[src/rtl/bsub_serial_nb_pkg.sv]
// ============================================================================
// Module      : bsub_serial_nb_pkg
// Description : Shared definitions for the bit-serial subtractor: FSM state
//               encoding and the operand-width legality check.
// Revision    : 1.0 - initial release
// ============================================================================
`default_nettype none

package bsub_serial_nb_pkg;

    typedef logic [1:0] state_t;

    localparam state_t ST_IDLE = 2'd0;
    localparam state_t ST_RUN  = 2'd1;
    localparam state_t ST_DONE = 2'd2;

    // A serial datapath needs at least two bits to be meaningful
    function automatic bit width_ok(input int w);
        return (w >= 2);
    endfunction

endpackage

`default_nettype wire

[src/rtl/bsub_serial_nb_fs_1b.sv]
// ============================================================================
// Module      : fs_1b
// Description : Combinational 1-bit full subtractor (in0 - in1 - borrow_in).
// Revision    : 1.0 - initial release
// ============================================================================
`default_nettype none

module fs_1b (
    input  logic in0,
    input  logic in1,
    input  logic borrow_in,
    output logic diff,
    output logic borrow_out
);

    assign diff       = in0 ^ in1 ^ borrow_in;
    // Borrow when the subtrahend bit wins outright, or the bits tie and a
    // borrow is already pending
    assign borrow_out = (~in0 & in1) | (~(in0 ^ in1) & borrow_in);

endmodule

`default_nettype wire

[src/rtl/bsub_serial_nb.sv]
// ============================================================================
// Module      : bsub_serial_nb
// Description : Bit-serial WIDTH-bit subtractor, LSB first, one bit per clock,
//               with valid/ready handshakes on operand and result sides.
// Revision    : 1.0 - initial release
// ============================================================================
`default_nettype none

module bsub_serial_nb
    import bsub_serial_nb_pkg::*;
#(
    parameter int WIDTH = 8
) (
    input  logic             clk,
    input  logic             rst_n,
    input  logic             in_valid,
    output logic             in_ready,
    input  logic [WIDTH-1:0] minuend,
    input  logic [WIDTH-1:0] subtrahend,
    output logic             out_valid,
    input  logic             out_ready,
    output logic [WIDTH-1:0] diff,
    output logic             borrow_out
);

    localparam int             CW   = $clog2(WIDTH);
    localparam logic [CW-1:0]  LAST = CW'(WIDTH - 1);

    if (!width_ok(WIDTH)) begin : g_width_check
        $error("bsub_serial_nb: WIDTH must be >= 2");
    end

    state_t             r_state;
    state_t             w_state_next;
    logic [WIDTH-1:0]   r_a_sr;
    logic [WIDTH-1:0]   r_b_sr;
    // Holds the WIDTH-1 already-computed bits; the final bit joins on the last cycle
    logic [WIDTH-2:0]   r_r_sr;
    logic               r_borrow;
    logic [CW-1:0]      r_count;
    logic [WIDTH-1:0]   r_diff;
    logic               r_borrow_out;

    logic               w_d;
    logic               w_bw_next;
    logic [WIDTH-1:0]   w_r_cat;
    logic               w_accept;
    logic               w_last;

    fs_1b u_fs (
        .in0        (r_a_sr[0]),
        .in1        (r_b_sr[0]),
        .borrow_in  (r_borrow),
        .diff       (w_d),
        .borrow_out (w_bw_next)
    );

    assign w_r_cat  = {w_d, r_r_sr};
    assign w_accept = in_valid & in_ready;
    assign w_last   = (r_count == LAST);

    // State register
    always_ff @(posedge clk or negedge rst_n) begin
        if (!rst_n) begin
            r_state <= ST_IDLE;
        end else begin
            r_state <= w_state_next;
        end
    end

    // Next-state decode
    always_comb begin
        w_state_next = r_state;
        case (r_state)
            ST_IDLE: if (in_valid)  w_state_next = ST_RUN;
            ST_RUN:  if (w_last)    w_state_next = ST_DONE;
            ST_DONE: if (out_ready) w_state_next = ST_IDLE;
            default:                w_state_next = ST_IDLE;
        endcase
    end

    // Handshake outputs decoded from the state register alone
    always_comb begin
        in_ready  = 1'b0;
        out_valid = 1'b0;
        case (r_state)
            ST_IDLE: in_ready  = 1'b1;
            ST_DONE: out_valid = 1'b1;
            default: ;
        endcase
    end

    // Serial datapath: operand load, per-bit shift, and result capture
    always_ff @(posedge clk or negedge rst_n) begin
        if (!rst_n) begin
            r_a_sr       <= '0;
            r_b_sr       <= '0;
            r_r_sr       <= '0;
            r_borrow     <= 1'b0;
            r_count      <= '0;
            r_diff       <= '0;
            r_borrow_out <= 1'b0;
        end else if (w_accept) begin
            r_a_sr   <= minuend;
            r_b_sr   <= subtrahend;
            r_borrow <= 1'b0;
            r_count  <= '0;
        end else if (r_state == ST_RUN) begin
            r_a_sr   <= {1'b0, r_a_sr[WIDTH-1:1]};
            r_b_sr   <= {1'b0, r_b_sr[WIDTH-1:1]};
            r_r_sr   <= w_r_cat[WIDTH-1:1];
            r_borrow <= w_bw_next;
            if (w_last) begin
                r_diff       <= w_r_cat;
                r_borrow_out <= w_bw_next;
            end else begin
                r_count <= r_count + CW'(1);
            end
        end
    end

    assign diff       = r_diff;
    assign borrow_out = r_borrow_out;

endmodule

`default_nettype wire
[config.mk]
export PLATFORM = sky130hd
export DESIGN_NAME = bsub_serial_nb
export DESIGN_NICKNAME = d
export VERILOG_FILES = /design/src/rtl/bsub_serial_nb_pkg.sv /design/src/rtl/bsub_serial_nb_fs_1b.sv /design/src/rtl/bsub_serial_nb.sv
export SDC_FILE = /design/constraint.sdc
export NUM_CORES = 1
export LEC_CHECK = 0
export BUFFER_PORTS_ARGS = -buffer_cell sky130_fd_sc_hd__clkbuf_2
export CAP_MARGIN = 20
export CORE_MARGIN = 3
export CORE_UTILIZATION = 50
export CTS_CLUSTER_DIAMETER = 100
export CTS_CLUSTER_SIZE = 30
export DETAILED_ROUTE_END_ITERATION = 8
export PLACE_DENSITY_LB_ADDON = 0.15
export SYNTH_ARGS = -nofsm -noshare
export SYNTH_HDL_FRONTEND = slang
export SYNTH_HIERARCHICAL = 1
export SYNTH_SLANG_ARGS = --single-unit
[constraint.sdc]
create_clock -name clk -period 5.21 [get_ports clk]
set_clock_uncertainty 0.15 [all_clocks]
set_input_delay 0.7815 -clock clk [delete_from_list [all_inputs] [get_ports clk]]
set_output_delay 0.7815 -clock clk [all_outputs]
set_load 0.1 [all_outputs]
-- Word-level counts from Yosys, hierarchy flattened
Cells that the tools add are included.
Widths: inputs -> output; s select.
- add/subtract/negate cells: 1
- multipliers: 0
- div/mod/pow operators: 0
- order comparisons: 0
- eq/ne operators: 7
- shift operators: 0
- multiplexer cells: 15
- bitwise gates (word level): 9
- reduce and logical (&&, ||, !) cells: 6
- operators by type and width (kind ; number):
    $mux 8 ; 4
    $mux 3 ; 3
    $ne 2x2->1 const B ; 4
    $mux 2 ; 3
    $pmux 2 s3 ; 1
    $reduce_and 3->1 ; 2
    $mux 1 ; 4
    $reduce_and 2->1 ; 2
    $add 3x1->3 const B ; 1
    $and 1x1->1 ; 3
    $eq 3x3->1 const B ; 1
    $not 1->1 ; 3
    $eq 2x1->1 const B ; 1
    $eq 2x2->1 const B ; 1
    $logic_not 2->1 ; 1
    $reduce_bool 2->1 ; 1
    $xor 1x1->1 ; 2
    $or 1x1->1 ; 1
- flip-flop bits (word level): 38
- latch bits: 0
- memory bits (writable): 0
- memory bits (read-only): 0
- input bits: 20
- output and inout bits: 11
- word-level logic and storage cells: 46
- memories: 0

-- Logic depth before layout (Yosys ltp)
- depth in word-level cells: 6
- gate-level depth with buffers: 5

-- Hierarchy
The synthesis kept the hierarchy.
- by module, submodules not included (module ; instances ; cells each ; area each (µm²) ; sequential area each (µm²)):
    bsub_serial_nb ; 1 ; 147 ; 1785.5 ; 950.9
    fs_1b ; 1 ; 4 ; 31.3 ; 0.0

-- Worst setup path before layout
No wires, ideal clock.
- path kind: register to output
- start point: register r_state[1]
- end point: output in_ready
- data arrival time: 2.082 ns
- data required time: 4.279 ns
- path slack: 2.196 ns
- stages on the path, launching flop included: 5
- path buffers: 3
- cell sequence: dfrtp_1 buf_2 buf_4 buf_2 nor2_1
- longest elaborated chain between the ends: 2
- RTL lines (item ; line ; RTL):
    start, declared ; bsub_serial_nb.sv:33 ; state_t r_state;
    start signal, assigned ; bsub_serial_nb.sv:67 ; r_state <= w_state_next;
    $logic_not 2->1 ; bsub_serial_nb.sv:86 ; case (r_state)
    $mux 1 ; bsub_serial_nb.sv:86 ;
    end, declared ; bsub_serial_nb.sv:17 ; output logic in_ready,
No other way between the ends.

-- Final worst setup path
- start point: register r_state[0]
- end point: output out_valid
- longest elaborated chain between the ends: 2
- RTL lines (item ; line ; RTL):
    $eq 2x2->1 ; bsub_serial_nb.sv:86 ;
    $mux 1 ; bsub_serial_nb.sv:86 ;
    end, declared ; bsub_serial_nb.sv:20 ; output logic out_valid,
No other way between the ends.

==> results.yml <==
final_layout:
  syn2layout_area_growth_pct: 14.4
  drive_gt1_frac: 0.339
  post-route-util: 0.608
  final_cells: 223
  final_net_count: 199
  n_antenna_cell: 0
clock_tree:
  clk_path_buf_depth: 2
  cts_tree: "built"
  clock_sinks: 38
  hold_buffers: 0
  cts-resized-gates: 0
  cts.clk_slew.worst_paths_ns: 0.11
  cts_setup_buffers: 0
  htreeDepth: 2
  cts_made_buffers: 5
  cts_root_buffer: "clkbuf_4"
  clk_latency_ns: 0.34
yosys:
  yosys.cell_types.count: 26
  syn_inst: 151
  syn_nets: 174
  yosysSeqAreaShare: 0.523
  synth_edf_count: 0
  yosys_warnings: 6
  synth-seq-cells: 38
  synthArstFlopShare: 1.00
  synthFlopType: "dfrtp_1"
  avgSynthCellArea_um2: 12.0
  syn-cell-area_um2: 1820
power:
  clockPowerShare: 0.177
  power.density_nw_per_um2: 702
  p_int_uw: 821
  p_leak_uw: 0.000991
  p_seq_frac: 0.370
  p_switching_uw: 637
  p_comb_frac: 0.453
  p_sw_frac: 0.437
  ir_drop_v: 0.000309
worst_setup_path:
  endpoint_kind: "primary output"
  critical_path_arrival_ns: 1.96
  path_class: "reg2out"
  cp_cell_sequence: "nand2b_1 > inv_1 > clkbuf_2"
  cp.required_ns: 4.28
  cp_max_fo: 40
  endpoint: "out_valid"
  critPathLaunchType: "flop"
  r2r-end: "diff[2]"
  rr_worst_depth: 2
  critPathLaunch: "r_state[0]"
  crit_slowest_cell: "dfrtp_1"
  ff2ff_setup_slack_ns: 2.91
  worstReg2RegStart: "r_state[0]"
  slowest_delay_ns: 1.01
place:
  routabilityCongestion: 0.773
  dp_slack_ns: 2.66
  hpwlAfterDp_um: 2120
  place_inst: 215
  port_buffers: 30
floorplanning:
  rows: 21
  die_area_um2: 4390
  die_h_um: 66.3
  num_io_pins: 31
  core_area_um2: 3420
  start_util: 0.532
  die_w_um: 66.3
timing:
  hold_violations: 0
  fmax_mhz: 345
  maxSlewHeadroom: 0.333
  hold_ws_ns: 0.358
  rsz0062_at_grt: "no"
  setup_slack_ns: 2.32
  post-route-period-util: 0.556
  finalMaxSlewViolations: 0
  tightest_slew_ns: 1.00
  period_needed_ns: 2.89
  finalSetupViolCount: 0
  setup_tns_ns: 0
detailed_routing:
  first_pass_iters: 4
  drt-vias-per-instance: 5.58
  drtIter0Drc: 74
  drt_wl_total_um: 3130
  detail_route.wl_per_cell_um: 14.0
  drc_errors: 0
  final_antenna_net_count: 0
  vias: 1244
run:
  maxCapViolCount: 0
global_route:
  grt_pass1_vias: 1172
  grt_pass1_wl_um: 5420
  gr-usage-met1: 0.208
  antenna_found_initial: 0
  grt_overflow: 0
  gr-usage-met3: 0.0527
  grt_start_max_net_pins: 41
  use_met2: 0.261
  top_usage_layer: "met2"
  grt_usage: 0.163
worst_hold_path:
  hp-class: "reg2reg"
run_status:
  outcome: "complete, no violations"
-- synthesized netlist by cell type, types with 2 or more instances --
library cell,number,area (um^2)
a211o_1,3,26.3
a211oi_1,10,75.1
buf_2,7,35.0
buf_4,2,15.0
clkbuf_1,4,15.0
dfrtp_1,38,951
ha_1,2,25.0
inv_1,17,63.8
mux2_2,16,180
nand2b_1,6,37.5
nand3_1,2,10.0
nor3b_1,12,90.1
nor4b_1,11,96.3
nor4bb_1,2,20.0
o221a_2,4,45.0
o221ai_1,2,17.5
or4b_1,4,40.0
-- final cells by class --
type,count,area (um^2)
flip-flops and latches,38,951
clock buffers,6,51.3
repair buffers,31,158
inverters,17,63.8
multi-input cells,83,737
fillers,298,1340
well taps,46,57.6
clock inverters,2,60.1
-- logic make-up after synthesis --
family | count (synthesis) | share of synthesized area
AOI/OAI and AO/OA | 24 | 0.110
adders and majority gates | 3 | 0.0248
buffers and inverters | 30 | 0.0709
DFF | 38 | 0.523
muxes | 16 | 0.0992
and+or+nand+nor | 40 | 0.171
-- layer usage --
| metal | vias up | share of wire | wire length (um) |
|---|---|---|---|
| li1 | 596 | - | - |
| met1 | 616 | 0.46 | 1440 |
| met2 | 30 | 0.49 | 1530 |
| met3 | 2 | 0.049 | 153 |
| met4 | 0 | 0.0042 | 13 |
| met5 | - | 0 | 0 |
-- registers in the layout, summed over array words and instances, names as in the netlist --
| register | cells |
|---|---|
| borrow_out | 1 |
| r_a_sr | 8 |
| r_borrow | 1 |
| r_state | 2 |
| r_r_sr | 7 |
| r_count | 3 |
| diff | 8 |
| r_b_sr | 8 |
-- worst max-delay path: cells and delay by family, from the launching register on --
| family | cells | cell delay (ns) |
|---|---|---|
| DFF | 1 | 1.01 |
| and+or+nand+nor | 1 | 0.22 |
| buffers and inverters | 2 | 0.40 |
-- power by group through the flow --
stage / logic, uW / registers (uW) / clock network, uW
global route: 713 / 563 / 281
global placement: 652 / 539 / 0
detailed placement: 670 / 547 / 0
floorplan: 371 / 731 / 0
CTS: 670 / 541 / 265
finish: 660 / 540 / 258
-- placed cells by master, fill, tap and decap left out, drive strengths merged --
master and instances:
o221ai 2, mux2 16, o21bai 1, o2bb2ai 1
nor3b 12, nor4bb 2, inv 17, nand3b 1
nor4b 11, clkbuf 36, dfrtp 38, buf 1
a211o 3, fa 1, a211oi 10, nor2 1
a21oi 1, nand2b 6, o221a 4, o21ba 1
or4b 4, o21ai 1, ha 2, nand3 2
bufinv 2, and3 1
-- stage by stage --
| stage | cell area (um^2) | power (uW) |
|---|---|---|
| after floorplan | 1820 | 1100 |
| final | 2080 | 1460 |
| after global routing | 2080 | 1560 |
| after detailed placement | 1970 | 1220 |
| after global placement | 1970 | 1190 |
| after CTS | 2080 | 1480 |
-- worst min-delay path by stage --
stage          startpoint       end  cells after the start
3_3_place_gp     r_borrow  r_borrow                      1
3_5_place_dp     r_borrow  r_borrow                      1
4_1_cts          r_borrow  r_borrow                      1
5_1_grt           diff[6]   diff[6]                      1
6_report         r_borrow  r_borrow                      1
2_1_floorplan    r_borrow  r_borrow                      1
Note: power is estimated with default switching activity, not from simulation.
